===== src/rtl/upec_miter_pkg.sv =====
// Shared types and helpers for the UPEC miter comparator: state encoding and
// the failing-instance index width.
package upec_miter_pkg;

  localparam logic [1:0] StIdleEnc     = 2'd0;
  localparam logic [1:0] StCheckEnc    = 2'd1;
  localparam logic [1:0] StDivergedEnc = 2'd2;
  localparam logic [1:0] StErrorEnc    = 2'd3;

  typedef enum logic [1:0] {
    ST_IDLE     = StIdleEnc,
    ST_CHECK    = StCheckEnc,
    ST_DIVERGED = StDivergedEnc,
    ST_ERROR    = StErrorEnc
  } miter_state_e;

  // A single instance index still needs one bit so the port never collapses.
  function automatic int idx_w(input int num_inst);
    return (num_inst > 1) ? $clog2(num_inst) : 1;
  endfunction

endpackage


===== src/rtl/upec_align_fifo.sv =====
// Per-instance alignment FIFO. Pointers carry one extra wrap bit so full and
// empty fall straight out of the registered pointers.
module upec_align_fifo #(
  parameter int Width = 32,
  parameter int Depth = 4
) (
  input  logic             clk_i,
  input  logic             rst_ni,
  input  logic             flush_i,
  input  logic             push_i,
  input  logic [Width-1:0] data_i,
  input  logic             pop_i,
  output logic [Width-1:0] head_o,
  output logic             empty_o,
  output logic             full_o
);

  localparam int AW = $clog2(Depth);
  localparam logic [AW:0] PtrOne = (AW + 1)'(1);

  logic [AW:0]      wr_ptr;
  logic [AW:0]      rd_ptr;
  logic [Width-1:0] mem [Depth];
  logic             do_push;
  logic             do_pop;

  assign empty_o = (wr_ptr == rd_ptr);
  assign full_o  = (wr_ptr[AW] != rd_ptr[AW]) && (wr_ptr[AW-1:0] == rd_ptr[AW-1:0]);
  assign head_o  = mem[rd_ptr[AW-1:0]];

  // A full FIFO still accepts a word when the head leaves on the same edge.
  assign do_push = push_i && (!full_o || pop_i);
  assign do_pop  = pop_i && !empty_o;

  always_ff @(posedge clk_i or negedge rst_ni) begin
    if (!rst_ni) begin
      wr_ptr <= '0;
      rd_ptr <= '0;
    end else if (flush_i) begin
      wr_ptr <= '0;
      rd_ptr <= '0;
    end else begin
      if (do_push) wr_ptr <= wr_ptr + PtrOne;
      if (do_pop)  rd_ptr <= rd_ptr + PtrOne;
    end
  end

  always_ff @(posedge clk_i) begin
    if (do_push && !flush_i) mem[wr_ptr[AW-1:0]] <= data_i;
  end

endmodule


===== src/rtl/upec_miter_cmp.sv =====
// N-way miter comparator: aligns per-instance observation streams and latches
// the first masked divergence. Optional trace capture: UPEC_MITER_TRACE_EN.
module upec_miter_cmp
  import upec_miter_pkg::*;
#(
  parameter int NumInst = 2,
  parameter int Width   = 32,
  parameter int Depth   = 4,
  parameter int CntW    = 16
) (
  input  logic                        clk_i,
  input  logic                        rst_ni,
  input  logic                        arm_i,
  input  logic                        clear_i,
  input  logic [NumInst-1:0]          obs_valid_i,
  input  logic [NumInst*Width-1:0]    obs_i,
  input  logic [Width-1:0]            care_mask_i,
  output logic [1:0]                  state_o,
  output logic                        diverged_o,
  output logic                        overflow_o,
  output logic [idx_w(NumInst)-1:0]   fail_idx_o,
  output logic [CntW-1:0]             fail_cycle_o,
  output logic [Width-1:0]            fail_mask_o,
  output logic [CntW-1:0]             cmp_cnt_o,
  output logic [Width-1:0]            trace_ref_o,
  output logic [Width-1:0]            trace_dut_o
);

  localparam int IdxW = idx_w(NumInst);

  miter_state_e      state_q;
  miter_state_e      state_d;
  logic              in_check;
  logic              pop;
  logic              mismatch;
  logic              overflow_ev;
  logic [NumInst-1:0] push;
  logic [NumInst-1:0] empty;
  logic [NumInst-1:0] full;
  logic [Width-1:0]  head [NumInst];
  logic [Width-1:0]  diff_or;
  logic [IdxW-1:0]   diff_idx;

  for (genvar g = 0; g < NumInst; g++) begin : g_fifo
    upec_align_fifo #(
      .Width (Width),
      .Depth (Depth)
    ) u_fifo (
      .clk_i   (clk_i),
      .rst_ni  (rst_ni),
      .flush_i (clear_i),
      .push_i  (push[g]),
      .data_i  (obs_i[g*Width +: Width]),
      .pop_i   (pop),
      .head_o  (head[g]),
      .empty_o (empty[g]),
      .full_o  (full[g])
    );
  end

  // Walk downwards so the lowest mismatching instance is the one that sticks.
  always_comb begin : p_cmp
    logic [Width-1:0] d;
    d        = '0;
    diff_or  = '0;
    diff_idx = '0;
    for (int k = NumInst - 1; k >= 1; k--) begin
      d       = (head[k] ^ head[0]) & care_mask_i;
      diff_or = diff_or | d;
      if (|d) diff_idx = IdxW'(k);
    end
  end

  always_ff @(posedge clk_i or negedge rst_ni) begin
    if (!rst_ni) state_q <= ST_IDLE;
    else         state_q <= state_d;
  end

  always_comb begin
    state_d = state_q;
    if (clear_i) begin
      state_d = ST_IDLE;
    end else begin
      case (state_q)
        ST_IDLE:  if (arm_i) state_d = ST_CHECK;
        ST_CHECK: begin
          if (overflow_ev)   state_d = ST_ERROR;
          else if (mismatch) state_d = ST_DIVERGED;
        end
        default:  state_d = state_q;
      endcase
    end
  end

  // Pushes and pops only exist while checking; terminal states freeze the FIFOs.
  always_comb begin
    in_check    = (state_q == ST_CHECK);
    push        = in_check ? obs_valid_i : '0;
    pop         = in_check && (&(~empty));
    mismatch    = pop && (|diff_or);
    overflow_ev = in_check && !pop && (|(push & full));
    state_o     = state_q;
  end

  always_ff @(posedge clk_i or negedge rst_ni) begin
    if (!rst_ni) begin
      diverged_o   <= 1'b0;
      overflow_o   <= 1'b0;
      fail_idx_o   <= '0;
      fail_cycle_o <= '0;
      fail_mask_o  <= '0;
      cmp_cnt_o    <= '0;
    end else if (clear_i) begin
      diverged_o   <= 1'b0;
      overflow_o   <= 1'b0;
      fail_idx_o   <= '0;
      fail_cycle_o <= '0;
      fail_mask_o  <= '0;
      cmp_cnt_o    <= '0;
    end else begin
      if (pop && (cmp_cnt_o != '1)) cmp_cnt_o <= cmp_cnt_o + CntW'(1);
      if (mismatch) begin
        diverged_o   <= 1'b1;
        fail_idx_o   <= diff_idx;
        fail_cycle_o <= cmp_cnt_o;
        fail_mask_o  <= diff_or;
      end
      if (overflow_ev) overflow_o <= 1'b1;
    end
  end

`ifdef UPEC_MITER_TRACE_EN
  logic [Width-1:0] fail_word;

  always_comb begin
    fail_word = head[0];
    for (int k = NumInst - 1; k >= 1; k--) begin
      if (|((head[k] ^ head[0]) & care_mask_i)) fail_word = head[k];
    end
  end

  always_ff @(posedge clk_i or negedge rst_ni) begin
    if (!rst_ni) begin
      trace_ref_o <= '0;
      trace_dut_o <= '0;
    end else if (clear_i) begin
      trace_ref_o <= '0;
      trace_dut_o <= '0;
    end else if (mismatch) begin
      trace_ref_o <= head[0];
      trace_dut_o <= fail_word;
    end
  end
`else
  assign trace_ref_o = '0;
  assign trace_dut_o = '0;
`endif

endmodule


===== config.mk =====
export PLATFORM = sky130hd
export DESIGN_NAME = upec_miter_cmp
export DESIGN_NICKNAME = d
export VERILOG_FILES = /design/src/rtl/upec_miter_pkg.sv /design/src/rtl/upec_align_fifo.sv /design/src/rtl/upec_miter_cmp.sv
export SDC_FILE = /design/constraint.sdc
export NUM_CORES = 1
export LEC_CHECK = 0
export ABC_AREA = 1
export CAP_MARGIN = 30
export CORE_MARGIN = 5
export CORE_UTILIZATION = 54
export CTS_CLUSTER_SIZE = 20
export DETAILED_ROUTE_END_ITERATION = 8
export GPL_ROUTABILITY_DRIVEN = 0
export HOLD_SLACK_MARGIN = 0.15
export PLACE_DENSITY = 0.81
export SETUP_SLACK_MARGIN = 0.1
export SLEW_MARGIN = 20
export SYNTH_ARGS = -nofsm -noshare
export SYNTH_HDL_FRONTEND = slang
export SYNTH_SLANG_ARGS = --single-unit

===== constraint.sdc =====
create_clock -name clk_i -period 4.05 [get_ports clk_i]
set_clock_uncertainty 0.05 [all_clocks]
set_input_delay 0.6075 -clock clk_i [delete_from_list [all_inputs] [get_ports clk_i]]
set_output_delay 0.6075 -clock clk_i [all_outputs]
set_load 0.05 [all_outputs]

==> out/results.tsv <==
stage	metric	value	unit
run_status	status	complete, no violations	
drt	wl_per_cell	17.7	um
logic_synthesis	avgSynthCellArea	9.61	um^2
sta	fin_setup_tns	0	ns
drt	via_count	11400	
placed_design	portBuffers	170	
final_layout	stdcell_area	18100	um^2
drt	first_pass_iters	5	
clock_tree	clockBufferDepth	3	
worst_setup_path	endpoint_kind	flop	
logic_synthesis	synth_area	15200	um^2
clock_tree	path_clk_slew	0.06	ns
die	io_pins	235	
sta	fin_ws	0.907	ns
logic_synthesis	yosysUniqueCellTypes	31	
clock_tree	postCtsSetupBuffers	0	
logic_synthesis	synth_seq_cells	337	
pwr	vdd_ir_drop_max	0.381	mV
die	die_height	178	um
global_routing	grt_max_degree	68	
die	core	27900	um^2
sta	hold_slack	0.422	ns
final_layout	area_delta_synth_final	18.7	%
sta	fin_crit_sh	0.776	
logic_synthesis	yosys-top-cells-area	edfxtp_1, nand2_1, dfrtp_1, nand3_1, buf_4	
die	dieWidth	178	um
placed_design	numPlacedInstances	2090	
worst_setup_path	cp_max_fo	34	
global_routing	grt_pass1_wl	58.0	mm
placed_design	dpl.hpwl	26.3	mm
global_routing	antenna_found_initial	1	
clock_tree	root_buffer	clkbuf_16	
final_layout	drive_above_1_share	0.0563	
drt	ant_nets	0	
die	start_util	0.547	
global_routing	grt-ovfl-total	0	
final_layout	final_common_cell	nand2_1	
worst_setup_path	crit_type	flop to flop	
sta	tightest_slew	0.745	ns
pwr	powerDensity	418	nW/um^2
drt	drt-total-wl	38.1	mm
logic_synthesis	synth_top_area_frac	0.504	
drt	first_iter_violations	1073	
pwr	p_leak	7.77	nW
clock_tree	htree_levels	2	
sta	layout_min_cycle_time	3.14	ns
logic_synthesis	synth_seq_area_share	0.637	
final_layout	finalNetCount	1863	
sta	max_slew_margin	0.503	
sta	maxSlewViolCount	0	
clock_tree	insertion_delay	0.52	ns
logic_synthesis	netlist_instances	1586	
worst_setup_path	worstPathArrival	3.53	ns
clock_tree	numCtsBuffers	35	
placed_design	pre_cts_ws	0.970	ns
drt	avgViaCountPerCell	5.29	
worst_setup_path	cp-start-kind	flop	
sta	setup_violations	0	
sta	fmax	0.318	GHz
worst_setup_path	cp.required	4.44	ns
run	drv_cap	0	
sta	rsz0062_at_grt	no	
clock_tree	cts_tree	built	
drt	drc	0	
placed_design	post_dp_cell_area	17000	um^2
die	dieArea	31700	um^2
final_layout	final_cells	2156	
clock_tree	cts.sinks	337	
hold_path	hp-class	flop to flop	
global_routing	first_global_vias	10900	
logic_synthesis	yosys_warnings	0	
global_routing	track_usage	0.238	
final_layout	layout_common_cells	nand2_1, edfxtp_1, nand3_1	
logic_synthesis	yosysTopAreaCell	edfxtp_1	
die	row_count	61	
sta	hold_violations	0	
==> flip-flops by register name, summed over array words and instances (netlist names) <==
register and cells:
cmp_cnt_o 16, diverged_o 1, fail_cycle_o 16, fail_idx_o 1, fail_mask_o 32, g_fifo.u_fifo.mem 256
g_fifo.u_fifo.rd_ptr 6, g_fifo.u_fifo.wr_ptr 6, overflow_o 1, state_o 2
==> worst max-delay path: stages, from the launching register on <==
cell and delay, ns:
dfrtp_2 0.41, inv_2 0.39, buf_4 0.37, nand2_1 0.12, nand2_1 0.09, nand2_1 0.06
nand2_1 0.09, nand2_1 0.06, nand3_1 0.17, nand2_1 0.09, nor2_1 0.10, nand2_1 0.07
nor2_1 0.10, nand2_1 0.06, nand2_1 0.12, nand2_2 0.07, inv_2 0.24, buf_12 0.23
nand2_1 0.08, nand2_1 0.07
==> report_power, final <==
group	internal [W]	switching (W)	leakage [nW]
sequential	0.00381	0.0000395	3.41
clock	0.00167	0.00125	0.523
combinational	0.000238	0.000572	3.84
==> what timing repair did <==
item / 4_1_cts / 5_1_grt
setup endpoints to repair: 0 / 0
hold endpoints to repair: 36 / 0
gates resized for setup: 0 / 0
hold buffers: 1 / 0
==> cell families (layout without fill, tap and decap cells) <==
| group | after synthesis | in the layout | share of synthesized area |
|---|---|---|---|
| AO/OA/AOI/OAI | 43 | 43 | 0.0154 |
| XOR/XNOR | 6 | 6 | 0.00345 |
| adder cells (fa/ha/maj) | 11 | 11 | 0.00903 |
| buffers and inverters | 209 | 337 | 0.0748 |
| flip-flops | 337 | 337 | 0.637 |
| other | 1 | 65 | 0.000246 |
| AND/OR/NAND/NOR | 979 | 979 | 0.260 |
==> worst paths after layout <==
| check | startpoint | to | slack (ns) | cells past startpoint |
|---|---|---|---|---|
| setup / recovery | g_fifo[0].u_fifo.rd_ptr[0] | fail_cycle_o[5] | 0.91 | 19 |
| hold / removal | fail_mask_o[19] | fail_mask_o[19] | 0.42 | 2 |
| setup reg to reg | g_fifo[0].u_fifo.rd_ptr[0] | fail_cycle_o[5] | 0.91 | 19 |
| hold reg to reg | fail_mask_o[19] | fail_mask_o[19] | 0.42 | 2 |
| max in group asynchronous | rst_ni | g_fifo[0].u_fifo.rd_ptr[0] | 2.78 | 3 |
| min in group asynchronous | rst_ni | cmp_cnt_o[14] | 0.56 | 2 |
==> synthesized netlist by cell type <==
library cell / number
buf_6: 3
inv_1: 71
nor2_2: 1
xor2_1: 2
nor3_1: 6
a31oi_1: 2
a21oi_1: 17
clkbuf_1: 15
and3_1: 2
inv_2: 7
conb_1: 1
buf_2: 33
nand3b_1: 1
nand3_1: 189
nand2_1: 695
nand4_1: 6
nor2_4: 1
buf_4: 78
nand2_2: 4
dfrtp_1: 81
o21ai_1: 1
o21a_1: 2
o31ai_1: 1
xnor2_1: 4
ha_1: 11
buf_1: 2
o21ai_0: 18
edfxtp_1: 256
o32ai_1: 1
nor2_1: 74
o221a_2: 1
==> area by class of cell <==
| cell class | instances | area (um^2) |
|---|---|---|
| tap | 378 | 473 |
| inverter | 78 | 293 |
| timing repair buffer | 195 | 1920 |
| fill | 2100 | 9760 |
| clock inverter | 15 | 87.6 |
| multi-input combinational | 1103 | 4650 |
| antenna | 1 | 2.50 |
| clock buffer | 49 | 960 |
| sequential | 337 | 9720 |
==> metrics by stage <==
step / power, W / util
6_report: 0.00757 / 0.650
5_1_grt: 0.00786 / 0.650
3_5_place_dp: 0.00472 / 0.612
3_3_place_gp: 0.00470 / 0.611
4_1_cts: 0.00761 / 0.650
2_1_floorplan: 0.00445 / -
==> layer usage <==
metal  vias to the layer above  wire length (um)  track usage
met5                         -                18            0
met4                         2              1990        0.119
met3                        98              3430       0.0426
met2                       555             18800        0.412
met1                      5347             13900        0.289
li1                       5398                 -            -
Power figures use the tool's default switching activity.
